==> src/rtl/beep_melody_ctrl_pkg.sv <==
// Shared types for the buzzer melody sequencer: FSM encoding, tune entry layout
// and the two stored tunes.
package beep_melody_ctrl_pkg;

  localparam int HP_W  = 20;
  localparam int DUR_W = 8;
  localparam int IDX_W = 4;

  typedef enum logic [1:0] {
    S_IDLE = 2'd0,
    S_LOAD = 2'd1,
    S_PLAY = 2'd2,
    S_GAP  = 2'd3
  } state_t;

  typedef struct packed {
    logic [HP_W-1:0]  hp;
    logic [DUR_W-1:0] dur;
  } entry_t;

  // hp = 0 is a rest, dur = 0 marks the end of the tune.
  function automatic entry_t tune_entry(input logic sel, input logic [IDX_W-1:0] idx);
    entry_t e;
    e = '{hp: '0, dur: '0};
    if (sel) begin
      case (idx)
        4'd0:    e = '{hp: 20'd5, dur: 8'd2};
        4'd1:    e = '{hp: 20'd0, dur: 8'd1};
        4'd2:    e = '{hp: 20'd3, dur: 8'd1};
        default: e = '{hp: '0, dur: '0};
      endcase
    end else begin
      // C major scale at 50 MHz: hp = 25e6 / f.
      case (idx)
        4'd0:    e = '{hp: 20'd95420, dur: 8'd4};
        4'd1:    e = '{hp: 20'd85034, dur: 8'd4};
        4'd2:    e = '{hp: 20'd75758, dur: 8'd4};
        4'd3:    e = '{hp: 20'd71633, dur: 8'd4};
        4'd4:    e = '{hp: 20'd63776, dur: 8'd4};
        4'd5:    e = '{hp: 20'd56818, dur: 8'd4};
        4'd6:    e = '{hp: 20'd50607, dur: 8'd4};
        4'd7:    e = '{hp: 20'd47801, dur: 8'd8};
        4'd8:    e = '{hp: 20'd0,     dur: 8'd4};
        default: e = '{hp: '0, dur: '0};
      endcase
    end
    return e;
  endfunction

endpackage

==> src/rtl/beep_melody_ctrl_if.sv <==
// Board-side signals of the melody sequencer: keys in, buzzer and LEDs out.
interface beep_melody_ctrl_if;
  logic [4:0] key;
  logic       beep;
  logic [4:0] led;
  logic       busy;

  modport master (output key, input beep, input led, input busy);
  modport slave  (input key, output beep, output led, output busy);
endinterface

==> src/rtl/beep_melody_ctrl_tone_gen.sv <==
// Square-wave divider for the buzzer; the output is forced low whenever disabled.
module beep_melody_ctrl_tone_gen
  import beep_melody_ctrl_pkg::*;
(
  input  logic            clk,
  input  logic            rst_n,
  input  logic            en,
  input  logic            clr,
  input  logic [HP_W-1:0] hp,
  output logic            beep
);

  logic [HP_W-1:0] cnt_q;
  logic            beep_q;

  always_ff @(posedge clk or negedge rst_n) begin
    if (!rst_n) begin
      cnt_q  <= '0;
      beep_q <= 1'b0;
    end else if (!en || clr) begin
      cnt_q  <= '0;
      beep_q <= 1'b0;
    end else if (cnt_q == hp - HP_W'(1)) begin
      cnt_q  <= '0;
      beep_q <= ~beep_q;
    end else begin
      cnt_q  <= cnt_q + HP_W'(1);
    end
  end

  // Gating keeps the pin low in the very cycle the note ends.
  assign beep = beep_q & en;

endmodule

==> src/rtl/beep_melody_ctrl.sv <==
// Key-driven tune sequencer: debounced start/stop/repeat commands step through
// the stored tune and drive the tone divider.
module beep_melody_ctrl
  import beep_melody_ctrl_pkg::*;
#(
  parameter int unsigned UNIT_CYC = 2_500_000,
  parameter int unsigned GAP_CYC  = 250_000,
  parameter int unsigned DEB_CYC  = 1_000_000,
  parameter int unsigned TUNE_SEL = 0
) (
  input  logic                clk,
  input  logic                rst_n,
  beep_melody_ctrl_if.slave   bus
);

  localparam logic [31:0]      UNIT_C  = 32'(UNIT_CYC);
  localparam logic [31:0]      GAP_C   = 32'(GAP_CYC);
  localparam logic [31:0]      DEB_C   = 32'(DEB_CYC);
  localparam logic [IDX_W-1:0] IDX_MAX = '1;

  logic [2:0]       key_p0, key_p1, key_p2;
  logic [2:0]       fall;
  logic [2:0]       cmd_q;
  logic [31:0]      lock_q;
  logic             rep_q;
  logic             unused_key;

  state_t           state_q, state_d;
  logic [IDX_W-1:0] idx_q, idx_d;
  logic [31:0]      timer_q, timer_d;
  logic [HP_W-1:0]  hp_q, hp_d;
  entry_t           ent;
  logic             tone_en, tone_clr, busy;

  assign unused_key = ^bus.key[4:3];
  assign fall       = key_p2 & ~key_p1;

  // Key sync (p0, p1), edge history (p2), then a registered command pulse.
  always_ff @(posedge clk or negedge rst_n) begin
    if (!rst_n) begin
      key_p0 <= '0;
      key_p1 <= '0;
      key_p2 <= '0;
      cmd_q  <= '0;
      lock_q <= '0;
      rep_q  <= 1'b0;
    end else begin
      key_p0 <= bus.key[2:0];
      key_p1 <= key_p0;
      key_p2 <= key_p1;
      cmd_q  <= '0;
      if (lock_q != '0) begin
        lock_q <= lock_q - 32'd1;
      end else if (fall != '0) begin
        lock_q <= DEB_C;
        cmd_q  <= fall;
      end
      if (cmd_q[2]) rep_q <= ~rep_q;
    end
  end

  assign ent = tune_entry(TUNE_SEL != 0, idx_q);

  always_ff @(posedge clk or negedge rst_n) begin
    if (!rst_n) begin
      state_q <= S_IDLE;
      idx_q   <= '0;
      timer_q <= '0;
      hp_q    <= '0;
    end else begin
      state_q <= state_d;
      idx_q   <= idx_d;
      timer_q <= timer_d;
      hp_q    <= hp_d;
    end
  end

  always_comb begin
    state_d = state_q;
    idx_d   = idx_q;
    timer_d = timer_q;
    hp_d    = hp_q;
    if (cmd_q[1]) begin
      state_d = S_IDLE;
    end else if (cmd_q[0]) begin
      state_d = S_LOAD;
      idx_d   = '0;
    end else begin
      case (state_q)
        S_LOAD: begin
          if (ent.dur == '0) begin
            idx_d   = rep_q ? '0 : idx_q;
            state_d = rep_q ? S_LOAD : S_IDLE;
          end else begin
            hp_d    = ent.hp;
            timer_d = 32'(ent.dur) * UNIT_C;
            state_d = S_PLAY;
          end
        end
        S_PLAY: begin
          if (timer_q <= 32'd1) begin
            timer_d = GAP_C;
            state_d = S_GAP;
          end else begin
            timer_d = timer_q - 32'd1;
          end
        end
        S_GAP: begin
          if (timer_q <= 32'd1) begin
            // Running off the last slot behaves like an end marker.
            if (idx_q == IDX_MAX) begin
              idx_d   = '0;
              state_d = rep_q ? S_LOAD : S_IDLE;
            end else begin
              idx_d   = idx_q + IDX_W'(1);
              state_d = S_LOAD;
            end
          end else begin
            timer_d = timer_q - 32'd1;
          end
        end
        default: ;
      endcase
    end
  end

  always_comb begin
    tone_en  = 1'b0;
    tone_clr = 1'b0;
    busy     = 1'b0;
    case (state_q)
      S_LOAD: begin
        tone_clr = 1'b1;
        busy     = 1'b1;
      end
      S_PLAY: begin
        tone_en = (hp_q != '0);
        busy    = 1'b1;
      end
      S_GAP:   busy = 1'b1;
      default: ;
    endcase
  end

  beep_melody_ctrl_tone_gen u_tone (
    .clk   (clk),
    .rst_n (rst_n),
    .en    (tone_en),
    .clr   (tone_clr),
    .hp    (hp_q),
    .beep  (bus.beep)
  );

  assign bus.busy = busy;
  assign bus.led  = {rep_q, idx_q};

endmodule

==> src/flat_wrapper.sv <==
// flat-port wrapper written by rule: the top's interface ports become plain ports
module beep_melody_ctrl_flat import beep_melody_ctrl_pkg::*;
#(
  parameter int unsigned UNIT_CYC = 2_500_000,
  parameter int unsigned GAP_CYC  = 250_000,
  parameter int unsigned DEB_CYC  = 1_000_000,
  parameter int unsigned TUNE_SEL = 0
)
  (clk, rst_n, bus_key, bus_beep, bus_led, bus_busy);
  beep_melody_ctrl_if bus_i ();
  input  logic clk;
  input  logic rst_n;
  input wire logic [$bits(bus_i.key)-1:0] bus_key;
  output wire logic [$bits(bus_i.beep)-1:0] bus_beep;
  output wire logic [$bits(bus_i.led)-1:0] bus_led;
  output wire logic [$bits(bus_i.busy)-1:0] bus_busy;
  assign bus_i.key = bus_key;
  assign bus_beep = bus_i.beep;
  assign bus_led = bus_i.led;
  assign bus_busy = bus_i.busy;
  beep_melody_ctrl #(.UNIT_CYC(UNIT_CYC), .GAP_CYC(GAP_CYC), .DEB_CYC(DEB_CYC), .TUNE_SEL(TUNE_SEL)) u_core (.clk(clk), .rst_n(rst_n), .bus(bus_i));
endmodule
==> config.mk <==
export PLATFORM = sky130hd
export DESIGN_NAME = beep_melody_ctrl_flat
export DESIGN_NICKNAME = d
export VERILOG_FILES = /design/src/rtl/beep_melody_ctrl_pkg.sv /design/src/rtl/beep_melody_ctrl_if.sv /design/src/rtl/beep_melody_ctrl_tone_gen.sv /design/src/rtl/beep_melody_ctrl.sv /design/src/flat_wrapper.sv
export SDC_FILE = /design/constraint.sdc
export NUM_CORES = 1
export LEC_CHECK = 0
export CORE_UTILIZATION = 50
export CTS_CLUSTER_DIAMETER = 40
export DETAILED_ROUTE_END_ITERATION = 8
export DONT_BUFFER_PORTS = 1
export PLACE_DENSITY = 0.69
export SLEW_MARGIN = 20
export SYNTH_ARGS = -nofsm -noshare
export SYNTH_HDL_FRONTEND = slang
export SYNTH_SLANG_ARGS = --single-unit
==> constraint.sdc <==
create_clock -name clk -period 6.1 [get_ports clk]
set_input_delay 0.915 -clock clk [delete_from_list [all_inputs] [get_ports clk]]
set_output_delay 0.915 -clock clk [all_outputs]
set_load 0.05 [all_outputs]
# ---- Yosys cells after proc, flatten, opt, wreduce, memory -nomap -nowiden
# Memory sizes are Yosys's and may differ from the RTL's.
# Index checks and enable logic that the tools add are counted.
# Widths: inputs -> output; s select.
dict set report word_totals {
  ff_bits 124
  mem_bits_ro 304
  out_inout_bits 7
  mem_count 1
}
# name words width rd rd_clocked_by_memory_dff wr line_no
set mem_list {}
lappend mem_list {{(no name shown)} 16 19 1 0 0 beep_melody_ctrl_pkg.sv:34} ;# case (idx)
dict set report op_classes {
  n_lt_le_gt_ge 1
  n_eq_ne 12
  bitwise 8
  multipliers 1
  mux 29
  addsub 5
  n_reduce_logical 16
}
# op n
set ops {}
lappend ops {{$mux 32} 5}
lappend ops {{$pmux 32 s3} 1}
lappend ops {{$sub 32x1->32 const B} 2}
lappend ops {{$mux 20} 2}
lappend ops {{$le 32x1->1 const B} 1}
lappend ops {{$reduce_bool 32->1} 1}
lappend ops {{$mul 8x17->25 const B} 1}
lappend ops {{$add 20x1->20 const B} 1}
lappend ops {{$eq 20x20->1} 1}
lappend ops {{$mux 4} 5}
lappend ops {{$reduce_bool 20->1} 1}
lappend ops {{$sub 20x1->20 const B} 1}
lappend ops {{$mux 2} 6}
lappend ops {{$reduce_and 5->1} 2}
lappend ops {{$ne 3x1->1 const B} 3}
lappend ops {{$reduce_bool 3->1} 3}
lappend ops {{$logic_not 8->1} 1}
lappend ops {{$ne 4x1->1 const B} 2}
lappend ops {{$pmux 4 s2} 1}
lappend ops {{$mux 1} 6}
lappend ops {{$mux 3} 2}
lappend ops {{$pmux 2 s3} 1}
lappend ops {{$not 1->1} 5}
lappend ops {{$reduce_bool 5->1} 1}
lappend ops {{other kinds (14)} 17}

# ---- Longest topological paths before layout
dict set report logic_depth {
  word_depth 6
  mapped_depth 14
}

# ---- Cells and area by module
# Synthesis repeated with hierarchy kept, for this count alone.
dict set report hier_totals {
  hier_cells 749
  area_unflattened_um2 6894.1
}
# mod cells_each area_per_inst_um2 instances seq_area_each_um2
set by_module_without_submodules {}
lappend by_module_without_submodules {beep_melody_ctrl 554 5217.5 1 2502.4}
lappend by_module_without_submodules {beep_melody_ctrl_tone_gen 195 1676.6 1 525.5}

# ---- Worst setup path after synthesis
# No wires, ideal clock.
dict set report synth_path {
  path_type {register to output}
  from {reg u_core.hp_q[0]}
  to {out bus_beep}
  path_slack_ns 2.973
  t_arrival_ns 2.212
  stages_incl_launch_ff 9
  cell_sequence {dfrtp_1 inv_1 ha_1 nor3b_2 nand4_1 or3_1 nand2_1 clkbuf_1 nor2_1}
}
dict set report synth_via {
  elab_chain_len 3
}
# item line_no
set synth_rtl {}
lappend synth_rtl {{start, declared} beep_melody_ctrl.sv:31} ;# logic [HP_W-1:0] hp_q, hp_d;
lappend synth_rtl {{start signal, assigned} beep_melody_ctrl.sv:74} ;# hp_q <= hp_d;
lappend synth_rtl {{$reduce_bool 20->1} beep_melody_ctrl.sv:137} ;# tone_en = (hp_q != '0);
lappend synth_rtl {{$mux 1} beep_melody_ctrl.sv:131} ;# case (state_q)
lappend synth_rtl {{$and 1x1->1} beep_melody_ctrl_tone_gen.sv:32} ;# assign beep = beep_q & en;
lappend synth_rtl {{end, declared} flat_wrapper.sv:14} ;# output wire logic [$bits(bus_i.beep)-1:0] bus_beep;
# Every way passes these cells.

# ---- Worst setup path in the final report
# Ends and elaborated chain as after synthesis.

==> metrics.csv <==
metric,value,unit
critPathLaunch,u_core.hp_q[0]$_DFFE_PN0P_,
synth.top_cell.area_share,0.447,
grt_overflow,0,
numCtsBuffers,17,
synth_nets,778,
post_cts_resized,0,
max_freq,241,MHz
finalSetupViolations,0,
grt_pass1_vias,5496,
p_leak,3.19,nW
yosysWarningCount,0,
synth-seq-cells,121,
maxCapViolCount,0,
fin_skew,0.00720,ns
die_h,118,um
slew_viol_final,0,
period_minus_slack,4.15,ns
total_power,2.26,mW
post_synth_num_cell_types,61,
postCtsSetupBuffers,0,
io_buffers,0,
synth_compound_gate_area_share,0.141,
relSlewSlack,0.277,
viasPerCell,6.03,
final_cell_mix,"121 x dfrtp_1, 74 x nor2_1, 59 x nand2_1, 59 x nor3_1, 51 x o21ai_0",
die_x,118,um
period_share,0.680,
grt_antenna_before_repair,0,
drt_iter0_markers,476,
htreeDepth,4,
dr_total_vias,5594,
crit_end,bus_beep,
critPathLaunchType,register,
r2r_end,u_core.timer_q[22]$_DFFE_PN0P_,
synthMuxAreaShare,0.0109,
final_hold_viol_count,0,
cts_tree,done,
place_congestion,0.894,
synth_top_family_by_area,simple AND/OR/NAND/NOR gates,
fillCellCount,1161,
powerDensity,302,nW/um^2
synth_edf_count,0,
antenna_cells,0,
num-nets-final,764,
tightestPinTransition,1.08,ns
cp_data_required_time,5.18,ns
status,finished clean,
whs,0.193,ns
ios,14,
hold_buffers,0,
drc,0,
ir_drop,0.229,mV
reg2reg_depth,10,
grt_max_degree,122,
final_common_cell,dfrtp_1,
synthSimpleGateAreaFrac,0.254,
post_drt_wl_per_cell,16.2,um
synth_top_cells_by_area,"dfrtp_1 45%, nor3_1 4.4%, xor2_1 4.3%",
clk_latency,0.42,ns
wl,15.0,mm
yosys.area_share.xor_xnor,0.0789,
crit_type,register to output port,
end_kind,output port,
synth_top_area_cell,dfrtp_1,
syn_to_final_growth,10.5,%
synthFlopType,dfrtp_1,
synth-adder-area-share,0.0332,
hp-class,input pin to async pin,
ys_seq_area_frac,0.447,
r2r_setup_slack,2.05,ns
avgSynthCellArea,9.00,um^2
grt_pass1_wl,26.0,mm
arrival,3.23,ns
start_util,0.512,
syn_inst,753,
core,13200,um^2
fin_util,0.565,
synthesis.area,6780,um^2
cts-root-buf,clkbuf_16,
placementRows,42,
antenna_left,0,
cts.sinks,121,
drive_gt1_frac,0.0678,
path_clk_slew,0.05,ns
clk_path_buf_depth,2,
rsz0062_at_grt,no,
setup_tns,0,ns
synthArstFlopShare,1.00,
first_pass_iters,5,
grt_usage,0.230,
hpwl,10.3,mm
reg2reg_from,u_core.idx_q[1]$_DFFE_PN0P_,
dieArea,14000,um^2
path_max_fanout,22,
-- layer usage --
| metal | vias to the layer above | routed length [um] | track usage | share of wire |
|---|---|---|---|---|
| li1 | 2704 | - | - | - |
| met1 | 2740 | 7030 | 0.310 | 0.47 |
| met2 | 121 | 7000 | 0.360 | 0.47 |
| met3 | 29 | 702 | 0.0497 | 0.047 |
| met4 | 0 | 279 | 0.0941 | 0.019 |
| met5 | - | 0 | 0 | 0 |
-- report_power, final --
group | total, mW | switching [mW] | internal [mW]
combinational | 0.258 | 0.148 | 0.110
sequential | 0.963 | 0.0864 | 0.877
clock | 1.04 | 0.374 | 0.667
total | 2.26 | 0.609 | 1.65
-- cells in the mapped netlist (3+ instances only) --
cell type	instances
and3_1	7
mux2_2	3
nand3_1	31
nand4_1	15
or4_1	9
nor4_1	23
o22ai_1	4
o21ai_0	51
nand3b_1	4
buf_2	10
ha_1	18
inv_1	23
nor2_1	74
o211ai_1	3
nor2b_1	6
and2_1	3
a21oi_1	29
or2_2	3
nand2b_1	11
nor3_1	59
a21o_1	10
xor2_1	33
mux2i_1	4
xnor2_1	28
a31oi_1	9
o31ai_1	13
or3_1	17
a2111oi_0	3
o41ai_1	5
nand2_1	59
and4_1	3
clkbuf_1	22
o311ai_0	3
dfrtp_1	121
-- per-stage QoR --
stage	worst slack [ns]	instance area, um^2	std cells
after detailed placement	2.14	6860	896
after CTS	1.96	7480	928
after global routing	1.65	7480	928
after floorplan	2.97	6780	753
final	1.95	7480	928
after global placement	2.18	6860	896
-- worst max-delay path, stage by stage (launching register included) --
cell,delay [ns]
dfrtp_1,0.42
inv_1,0.10
ha_1,0.19
nor3b_2,0.35
nand4_1,0.30
or3_1,0.46
nand2_1,0.56
nor2_1,0.42
-- kinds of logic after synthesis --
family          Yosys count
simple gates            336
buf+inv                  58
mux                       7
fa+ha+maj                18
flops                   121
compound gates          152
xor+xnor                 61
-- how the worst min path moves through the flow --
stage,depth (start not counted),end,start
2_1_floorplan,0,u_core.key_p1[0]$_DFF_PN0_,u_core.key_p0[0]$_DFF_PN0_
3_3_place_gp,0,u_core.key_p1[1]$_DFF_PN0_,u_core.key_p0[1]$_DFF_PN0_
3_5_place_dp,0,u_core.key_p1[2]$_DFF_PN0_,u_core.key_p0[2]$_DFF_PN0_
4_1_cts,0,u_core.u_tone.cnt_q[10]$_DFF_PN0_,rst_n
5_1_grt,0,u_core.u_tone.cnt_q[10]$_DFF_PN0_,rst_n
6_report,0,u_core.u_tone.cnt_q[10]$_DFF_PN0_,rst_n
-- cell type report --
type / count / area, um^2 / area share
clock inverter: 13 / 169 / 0.0226
timing repair buffer: 1 / 7.51 / 0.00100
multi-input combinational: 574 / 3520 / 0.470
tap: 176 / 220 / 0.0294
clock buffer: 19 / 453 / 0.0605
inverter: 24 / 90.1 / 0.0120
sequential: 121 / 3030 / 0.405
-- registers in the layout, indices dropped and copies added, names as in the netlist --
register,count
u_core.idx_q,4
u_core.u_tone.beep_q,1
u_core.key_p0,3
u_core.u_tone.cnt_q,20
u_core.lock_q,32
u_core.hp_q,17
u_core.cmd_q,3
u_core.timer_q,32
u_core.rep_q,1
u_core.key_p1,3
u_core.key_p2,3
u_core.state_q,2
Power figures use the tool's default switching activity.
